===== config.mk =====
export PLATFORM = sky130hd
export DESIGN_NAME = hbf_decim_scaler
export DESIGN_NICKNAME = d
export VERILOG_FILES = /design/src/rtl/hbf_decim_scaler.sv
export SDC_FILE = /design/constraint.sdc
export NUM_CORES = 1
export LEC_CHECK = 0
export BUFFER_PORTS_ARGS = -buffer_cell sky130_fd_sc_hd__buf_2
export CORE_UTILIZATION = 40
export DETAILED_ROUTE_END_ITERATION = 7
export GPL_ROUTABILITY_DRIVEN = 1
export HOLD_SLACK_MARGIN = 0.03
export PLACE_DENSITY = 0.61
export SLEW_MARGIN = 20
export SYNTH_ARGS = -nofsm -noshare
export SYNTH_HDL_FRONTEND = slang
export SYNTH_SLANG_ARGS = --single-unit

===== constraint.sdc =====
create_clock -name clk -period 5.27 [get_ports clk]
set_clock_uncertainty 0.1 [all_clocks]
set_input_delay 1.054 -clock clk [delete_from_list [all_inputs] [get_ports clk]]
set_output_delay 1.054 -clock clk [all_outputs]
set_load 0.01 [all_outputs]

===== src/rtl/hbf_decim_scaler.sv =====
// hbf_decim_scaler: 2:1 decimator for a half-band filter output. Each kept
// sample is rounded, rescaled by 2^SHIFT and saturated to OUT_W bits, then
// staged for one cycle before entering a small first-word-fall-through FIFO.
// The block keeps a sticky saturation flag and a saturating drop counter for
// samples lost while the FIFO is full.
module hbf_decim_scaler #(
    parameter int IN_W  = 16,
    parameter int OUT_W = 8,
    parameter int SHIFT = 7,
    parameter int DEPTH = 4
) (
    input  logic                     clk,
    input  logic                     rst,
    input  logic [IN_W-1:0]          yIn,
    input  logic                     in_valid,
    input  logic                     clr,
    output logic [OUT_W-1:0]         out_data,
    output logic                     out_valid,
    input  logic                     out_ready,
    output logic [$clog2(DEPTH):0]   fill,
    output logic                     sat_flag,
    output logic [7:0]               drop_cnt
);

    localparam int PTR_W  = $clog2(DEPTH);
    localparam int FILL_W = PTR_W + 1;

    // Rounding offset and clamp limits, all at the IN_W+1 working width.
    localparam logic signed [IN_W:0] ROUND_OFS = (IN_W+1)'(1) << (SHIFT - 1);
    localparam logic signed [IN_W:0] MAX_V     = (IN_W+1)'((2 ** (OUT_W - 1)) - 1);
    localparam logic signed [IN_W:0] MIN_V     = (IN_W+1)'(-(2 ** (OUT_W - 1)));
    localparam logic [FILL_W-1:0]    FULL_LVL  = FILL_W'(DEPTH);

    logic                    phase;
    logic                    keep;
    logic signed [IN_W:0]    biased;
    logic signed [IN_W:0]    shifted;
    logic [OUT_W-1:0]        scaled;
    logic                    sat_hit;

    logic [OUT_W-1:0]        s1_data;
    logic                    s1_valid;

    logic [OUT_W-1:0]        mem [DEPTH];
    logic [PTR_W-1:0]        wr_ptr;
    logic [PTR_W-1:0]        rd_ptr;
    logic                    full;
    logic                    pop;
    logic                    push;
    logic                    drop;

    // The first valid sample after reset is kept, then every second one.
    assign keep = in_valid && !phase;

    // Sign-extend by one bit so adding the rounding offset cannot overflow.
    assign biased  = $signed({yIn[IN_W-1], yIn}) + ROUND_OFS;
    assign shifted = biased >>> SHIFT;

    // Clamp the rescaled value into the signed OUT_W range.
    always_comb begin
        // NOTE: every output of a combinational block gets a default first, so no path leaves it unassigned and no latch is inferred.
        scaled  = shifted[OUT_W-1:0];
        sat_hit = 1'b0;
        if (shifted > MAX_V) begin
            scaled  = MAX_V[OUT_W-1:0];
            sat_hit = 1'b1;
        end else if (shifted < MIN_V) begin
            scaled  = MIN_V[OUT_W-1:0];
            sat_hit = 1'b1;
        end
    end

    // Decimation phase: toggles on every valid input cycle.
    always_ff @(posedge clk or posedge rst) begin
        // NOTE: sequential state uses non-blocking assignments so every register samples pre-edge values.
        if (rst) begin
            phase <= 1'b0;
        end else if (in_valid) begin
            phase <= ~phase;
        end
    end

    // One-cycle stage register between the scaler and the FIFO.
    always_ff @(posedge clk or posedge rst) begin
        if (rst) begin
            s1_valid <= 1'b0;
            s1_data  <= '0;
        end else begin
            s1_valid <= keep;
            if (keep) begin
                s1_data <= scaled;
            end
        end
    end

    assign out_valid = (fill != '0);
    assign full      = (fill == FULL_LVL);
    assign pop       = out_valid && out_ready;
    // A pop on the same edge frees a slot, so a full FIFO still accepts.
    assign push      = s1_valid && (!full || pop);
    assign drop      = s1_valid && full && !pop;

    // FIFO pointers and occupancy; pointers wrap naturally at DEPTH.
    always_ff @(posedge clk or posedge rst) begin
        if (rst) begin
            wr_ptr <= '0;
            rd_ptr <= '0;
            fill   <= '0;
        end else begin
            if (push) begin
                wr_ptr <= wr_ptr + PTR_W'(1);
            end
            if (pop) begin
                rd_ptr <= rd_ptr + PTR_W'(1);
            end
            case ({push, pop})
                2'b10:   fill <= fill + FILL_W'(1);
                2'b01:   fill <= fill - FILL_W'(1);
                default: fill <= fill;
            endcase
        end
    end

    // FIFO storage write port.
    always_ff @(posedge clk) begin
        // NOTE: the storage array has no reset; occupancy gates what is visible, so stale entries are never read.
        if (push) begin
            mem[wr_ptr] <= s1_data;
        end
    end

    // Head of the FIFO falls through; forced to zero when empty.
    assign out_data = out_valid ? mem[rd_ptr] : '0;

    // Sticky saturation flag; a new saturation wins over a clear.
    always_ff @(posedge clk or posedge rst) begin
        if (rst) begin
            sat_flag <= 1'b0;
        end else if (keep && sat_hit) begin
            sat_flag <= 1'b1;
        end else if (clr) begin
            sat_flag <= 1'b0;
        end
    end

    // Saturating drop counter; a drop coinciding with clear restarts at one.
    always_ff @(posedge clk or posedge rst) begin
        if (rst) begin
            drop_cnt <= '0;
        end else if (drop) begin
            if (clr) begin
                drop_cnt <= 8'd1;
            end else if (drop_cnt != 8'hFF) begin
                drop_cnt <= drop_cnt + 8'd1;
            end
        end else if (clr) begin
            drop_cnt <= '0;
        end
    end

endmodule


Word-level counts from Yosys, hierarchy flattened
Memory sizes are Yosys's and may differ from the RTL's.
Cells that the tools add are included.
Widths: inputs -> output; s select.
{"block": "classes", "add_sub_neg": 6, "bitwise_logic": 1, "n_mux": 14, "n_eq_ne": 4, "n_reduce_logical": 16, "n_lt_le_gt_ge": 2}
{"op": "$mux 8", "count": 7}
{"op": "$add 16x8->17 const B", "count": 1}
{"op": "$gt 10x8->1 const B", "count": 1}
{"op": "$lt 10x8->1 const B", "count": 1}
{"op": "$add 8x1->8 const B", "count": 1}
{"op": "$ne 8x8->1 const B", "count": 1}
{"op": "$reduce_bool 2->1", "count": 4}
{"op": "$logic_and 1x1->1", "count": 6}
{"op": "$mux 1", "count": 6}
{"op": "$pmux 3 s2", "count": 1}
{"op": "$add 2x1->2 const B", "count": 2}
{"op": "$add 3x1->3 const B", "count": 1}
{"op": "$eq 3x3->1 const B", "count": 1}
{"op": "$logic_not 1->1", "count": 3}
{"op": "$reduce_bool 3->1", "count": 1}
{"op": "$sub 3x1->3 const B", "count": 1}
{"op": "$eq 2x1->1 const B", "count": 1}
{"op": "$eq 2x2->1 const B", "count": 1}
{"op": "$reduce_and 2->1", "count": 1}
{"op": "$logic_or 1x1->1", "count": 1}
{"op": "$not 1->1", "count": 1}
{"block": "totals", "mem_count": 1, "input_bits": 21, "out_inout_bits": 21, "ram_bits": 32, "wordCells": 52, "reg_bits": 26}
{"name": "mem", "words": 4, "width": 8, "rd": 1, "rd_clocked_by_memory_dff": 0, "wr": 1, "line_no": "44", "rtl": "logic [OUT_W-1:0] mem [DEPTH];"}

Longest topological paths before layout
{"block": "depth", "word_depth": 6, "mapped_depth": 10, "mapped_depth_nobuf": 9}

Worst setup path after synthesis
OpenSTA, ideal clock, no wires.
{"block": "synth_timing", "path_kind": "input to register", "from": "in out_ready", "to": "reg fill[2]", "setup_ps": 79, "t_arrival_ps": 2704, "stages": 10, "slack_ps": 2387, "n_path_buf": 1, "t_required_ps": 5091, "cell_sequence": "nor4b_4 > and2b_2 > clkbuf_1 > inv_1 > ha_1 > inv_1 > fa_1 > xor2_1 > nor2_1 > xor2_1"}
{"block": "synth_via", "elab_chain_cells": 5, "elab_cells_between_ends": 7, "cone_classes": "eq/ne (2); mux (1); reduce/logical (4)"}
{"element": "start, declared", "line_no": "19", "rtl": "input logic out_ready,"}
{"element": "$logic_and 1x1->1 (*)", "line_no": "98", "rtl": "assign pop = out_valid && out_ready;"}
{"element": "$logic_or 1x1->1", "line_no": "100", "rtl": "assign push = s1_valid && (!full || pop);"}
{"element": "$logic_and 1x1->1", "line_no": "100"}
{"element": "$eq 2x1->1 / $eq 2x2->1 (equally long branches)", "line_no": "116", "rtl": "case ({push, pop})"}
{"element": "$pmux 3 s2 / $reduce_bool 2->1 (equally long branches)"}
{"element": "end signal, assigned", "line_no": "117", "rtl": "2'b10: fill <= fill + FILL_W'(1);"}
{"element": "end signal, assigned", "line_no": "118", "rtl": "2'b01: fill <= fill - FILL_W'(1);"}
{"element": "end signal, assigned", "line_no": "119", "rtl": "default: fill <= fill;"}
{"element": "end, declared", "line_no": "20", "rtl": "output logic [$clog2(DEPTH):0] fill,"}
Mark *: on every way between the ends. The rest lies on a longest branch, timed or not.
A chain may end at the register's enable or synchronous reset.

Worst setup path after layout
{"block": "layout_timing", "from": "reg rd_ptr[0]", "to": "out out_data[2]"}
{"block": "layout_via", "elab_chain_cells": 2}
{"element": "start, declared", "line_no": "46", "rtl": "logic [PTR_W-1:0] rd_ptr;"}
{"element": "start signal, assigned", "line_no": "114", "rtl": "rd_ptr <= rd_ptr + PTR_W'(1);"}
{"element": "$mem_v2 4x8"}
{"element": "$mux 8", "line_no": "133", "rtl": "assign out_data = out_valid ? mem[rd_ptr] : '0;"}
{"element": "end, declared", "line_no": "17", "rtl": "output logic [OUT_W-1:0] out_data,"}
No other way between the ends.

==> impl_metrics.json <==
{
  "status": "complete, no violations",
  "netlist_area_sq_mm": 0.00268,
  "cts_max_level": 3,
  "wirelength_um": 4540,
  "hold_viol": 0,
  "overflow": 0,
  "start_kind": "register",
  "power.leakage_nw": 1.25,
  "grt_max_degree": 27,
  "ant_nets": 0,
  "min-delay-start": "phase",
  "synth_edf_count": 32,
  "clockBufferDepth": 2,
  "cts_tree": "built",
  "vias": 1598,
  "grt_pass1_vias": 1610,
  "cap_violations": 0,
  "setup_tns_ns": 0,
  "dieArea_sq_mm": 0.00702,
  "numClockSinks": 58,
  "synth_most_common_cell": "edfxtp_1",
  "cts_made_buffers": 9,
  "initial_utilization_pct": 41.9,
  "via_per_inst": 4.96,
  "tightest_slew_ns": 0.592,
  "finalCriticalPeriod_ns": 3.07,
  "met1_length_um": 2110,
  "cts.clk_slew.worst_paths_ns": 0.06,
  "final_nets": 269,
  "async_flop_share_pct": 44.8,
  "wl_met2_um": 2210,
  "post_cts_buffers": 0,
  "synth.net_count": 232,
  "grt_use_total_pct": 14.7,
  "wl_met3_um": 152,
  "crit_fanout": 10,
  "maxSlewViolCount": 0,
  "setup_viol": 0,
  "die_x_um": 83.8,
  "antenna_found_initial": 0,
  "routabilityCongestion": 0.775,
  "ctsHoldBuffers": 0,
  "critPathLaunch": "rd_ptr[0]",
  "portBuffers": 35,
  "avgSynthCellArea_sq_um": 13.2,
  "peakVddDrop_v": 0.000220,
  "synthTopCellsByArea": "edfxtp_1 (36%), dfrtp_1 (24%), mux4_2 (6.7%)",
  "clkLatencyLatePin_ns": 0.32,
  "power_density_mw_per_mm2": 483,
  "cp.required_ns": 4.12,
  "critPathArrivalTime_ns": 1.92,
  "cts_resized": 0,
  "drive_above_1_share_pct": 25.3,
  "ys_seq_elements": 58,
  "drt_iter0_markers": 69,
  "area_growth_pct": 14.4,
  "relSlewSlack_pct": 60.6,
  "yosysTopAreaCell": "edfxtp_1",
  "core_area_sq_mm": 0.00639,
  "io_pins": 42,
  "synth_top_area_share_pct": 35.9,
  "post-route-period-util_pct": 58.3,
  "dr.pass1.iters": 6,
  "crit_type": "reg2out",
  "rsz0062_at_grt": "no",
  "syn_inst": 203,
  "r2r-start": "fill[0]",
  "wl_per_cell_um": 14.1,
  "synth_cell_type_count": 39,
  "root_buffer": "clkbuf_8",
  "ys.flop_type": "edfxtp_1",
  "fillers": 564,
  "yosysWarnings": 0,
  "synth_commonest_cells": "edfxtp_1 (32), dfrtp_1 (26), nand2_1 (16)",
  "fmax_mhz": 325,
  "rows": 29,
  "hold_path.class": "reg2reg",
  "seq_area_frac_synth_pct": 60.2,
  "power_mw": 1.48,
  "drc": 0,
  "grt_pass1_wl_um": 7670,
  "n_antenna_cell": 0,
  "end_kind": "output port",
  "route.top_layer_used": "met4",
  "die_h_um": 83.8,
  "dp_hpwl_um": 3280
}
[metal layers]
metal,up-vias,GRT usage [%]
met2,35,23.3
met5,-,0
met4,0,6.01
met3,5,4.55
met1,756,18.9
li1,802,-
[worst max-delay path, cell delays in order, from the launching register on]
cell     delay [ns]
dfrtp_1        0.72
mux4_2         0.58
and2_1         0.17
buf_2          0.13
[final timing paths]
| check | to | slack, ns | cells past startpoint |
|---|---|---|---|
| setup / recovery | out_data[2] | 2.20 | 3 |
| hold / removal | phase | 0.36 | 1 |
| setup reg to reg | fill[2] | 2.85 | 9 |
| hold reg to reg | phase | 0.36 | 1 |
| max in group asynchronous | s1_data[4] | 3.98 | 2 |
| min in group asynchronous | drop_cnt[4] | 0.69 | 2 |
[logic make-up after synthesis]
group / count (synthesis) / synth area share, %
AOI/OAI and AO/OA: 25 / 6.08
xor gates and xnor gates: 17 / 5.56
adders and majority gates: 8 / 4.02
buffers and inverters: 20 / 3.13
DFF: 58 / 60.2
muxes: 10 / 7.48
and+or+nand+nor: 65 / 13.5
[through the flow]
| stage | utilization (%) | instance area [sq um] | instances | hold slack [ns] | setup WS, ns |
|---|---|---|---|---|---|
| 2_1_floorplan | - | 2680 | 203 | 0.333 | 2.39 |
| 3_3_place_gp | 45.5 | 2910 | 306 | 0.348 | 2.17 |
| 3_5_place_dp | 45.5 | 2910 | 306 | 0.359 | 2.14 |
| 4_1_cts | 47.9 | 3060 | 322 | 0.369 | 2.13 |
| 5_1_grt | 47.9 | 3060 | 322 | 0.386 | 2.04 |
| 6_report | 47.9 | 3060 | 322 | 0.364 | 2.20 |
[sequential cells by signal, summed over array words and instances (netlist names)]
register	cells
s1_data	8
mem	32
s1_valid	1
drop_cnt	8
wr_ptr	2
rd_ptr	2
fill	3
sat_flag	1
phase	1
[cell usage in the layout (no fill, tap or decap), drive strengths merged, types with 3 or more instances in the layout]
master / n
nor2: 8
clkbuf: 12
dfrtp: 26
o21ai: 8
or3: 3
edfxtp: 32
a21oi: 7
xnor2: 11
nand2: 16
nor3: 3
nand3: 11
mux4: 8
buf: 35
xor2: 6
nand4: 3
o311ai: 3
clkinv: 4
inv: 11
and2: 14
ha: 7
[area by class of cell]
class	count	area, sq um	share of cell area [%]
flip-flops and latches	58	1610	52.7
multi-input cells	125	981	32.1
repair buffers	35	175	5.72
clock buffers	12	135	4.42
well taps	77	96.3	3.15
inverters	11	41.3	1.35
clock inverters	4	20.0	0.654
[power by group]
part           internal (mW)  switching (mW)  total (mW)
Combinational          0.214           0.196       0.410
Clock                  0.167           0.155       0.323
Sequential             0.630           0.117       0.747
Power figures use the tool's default switching activity.
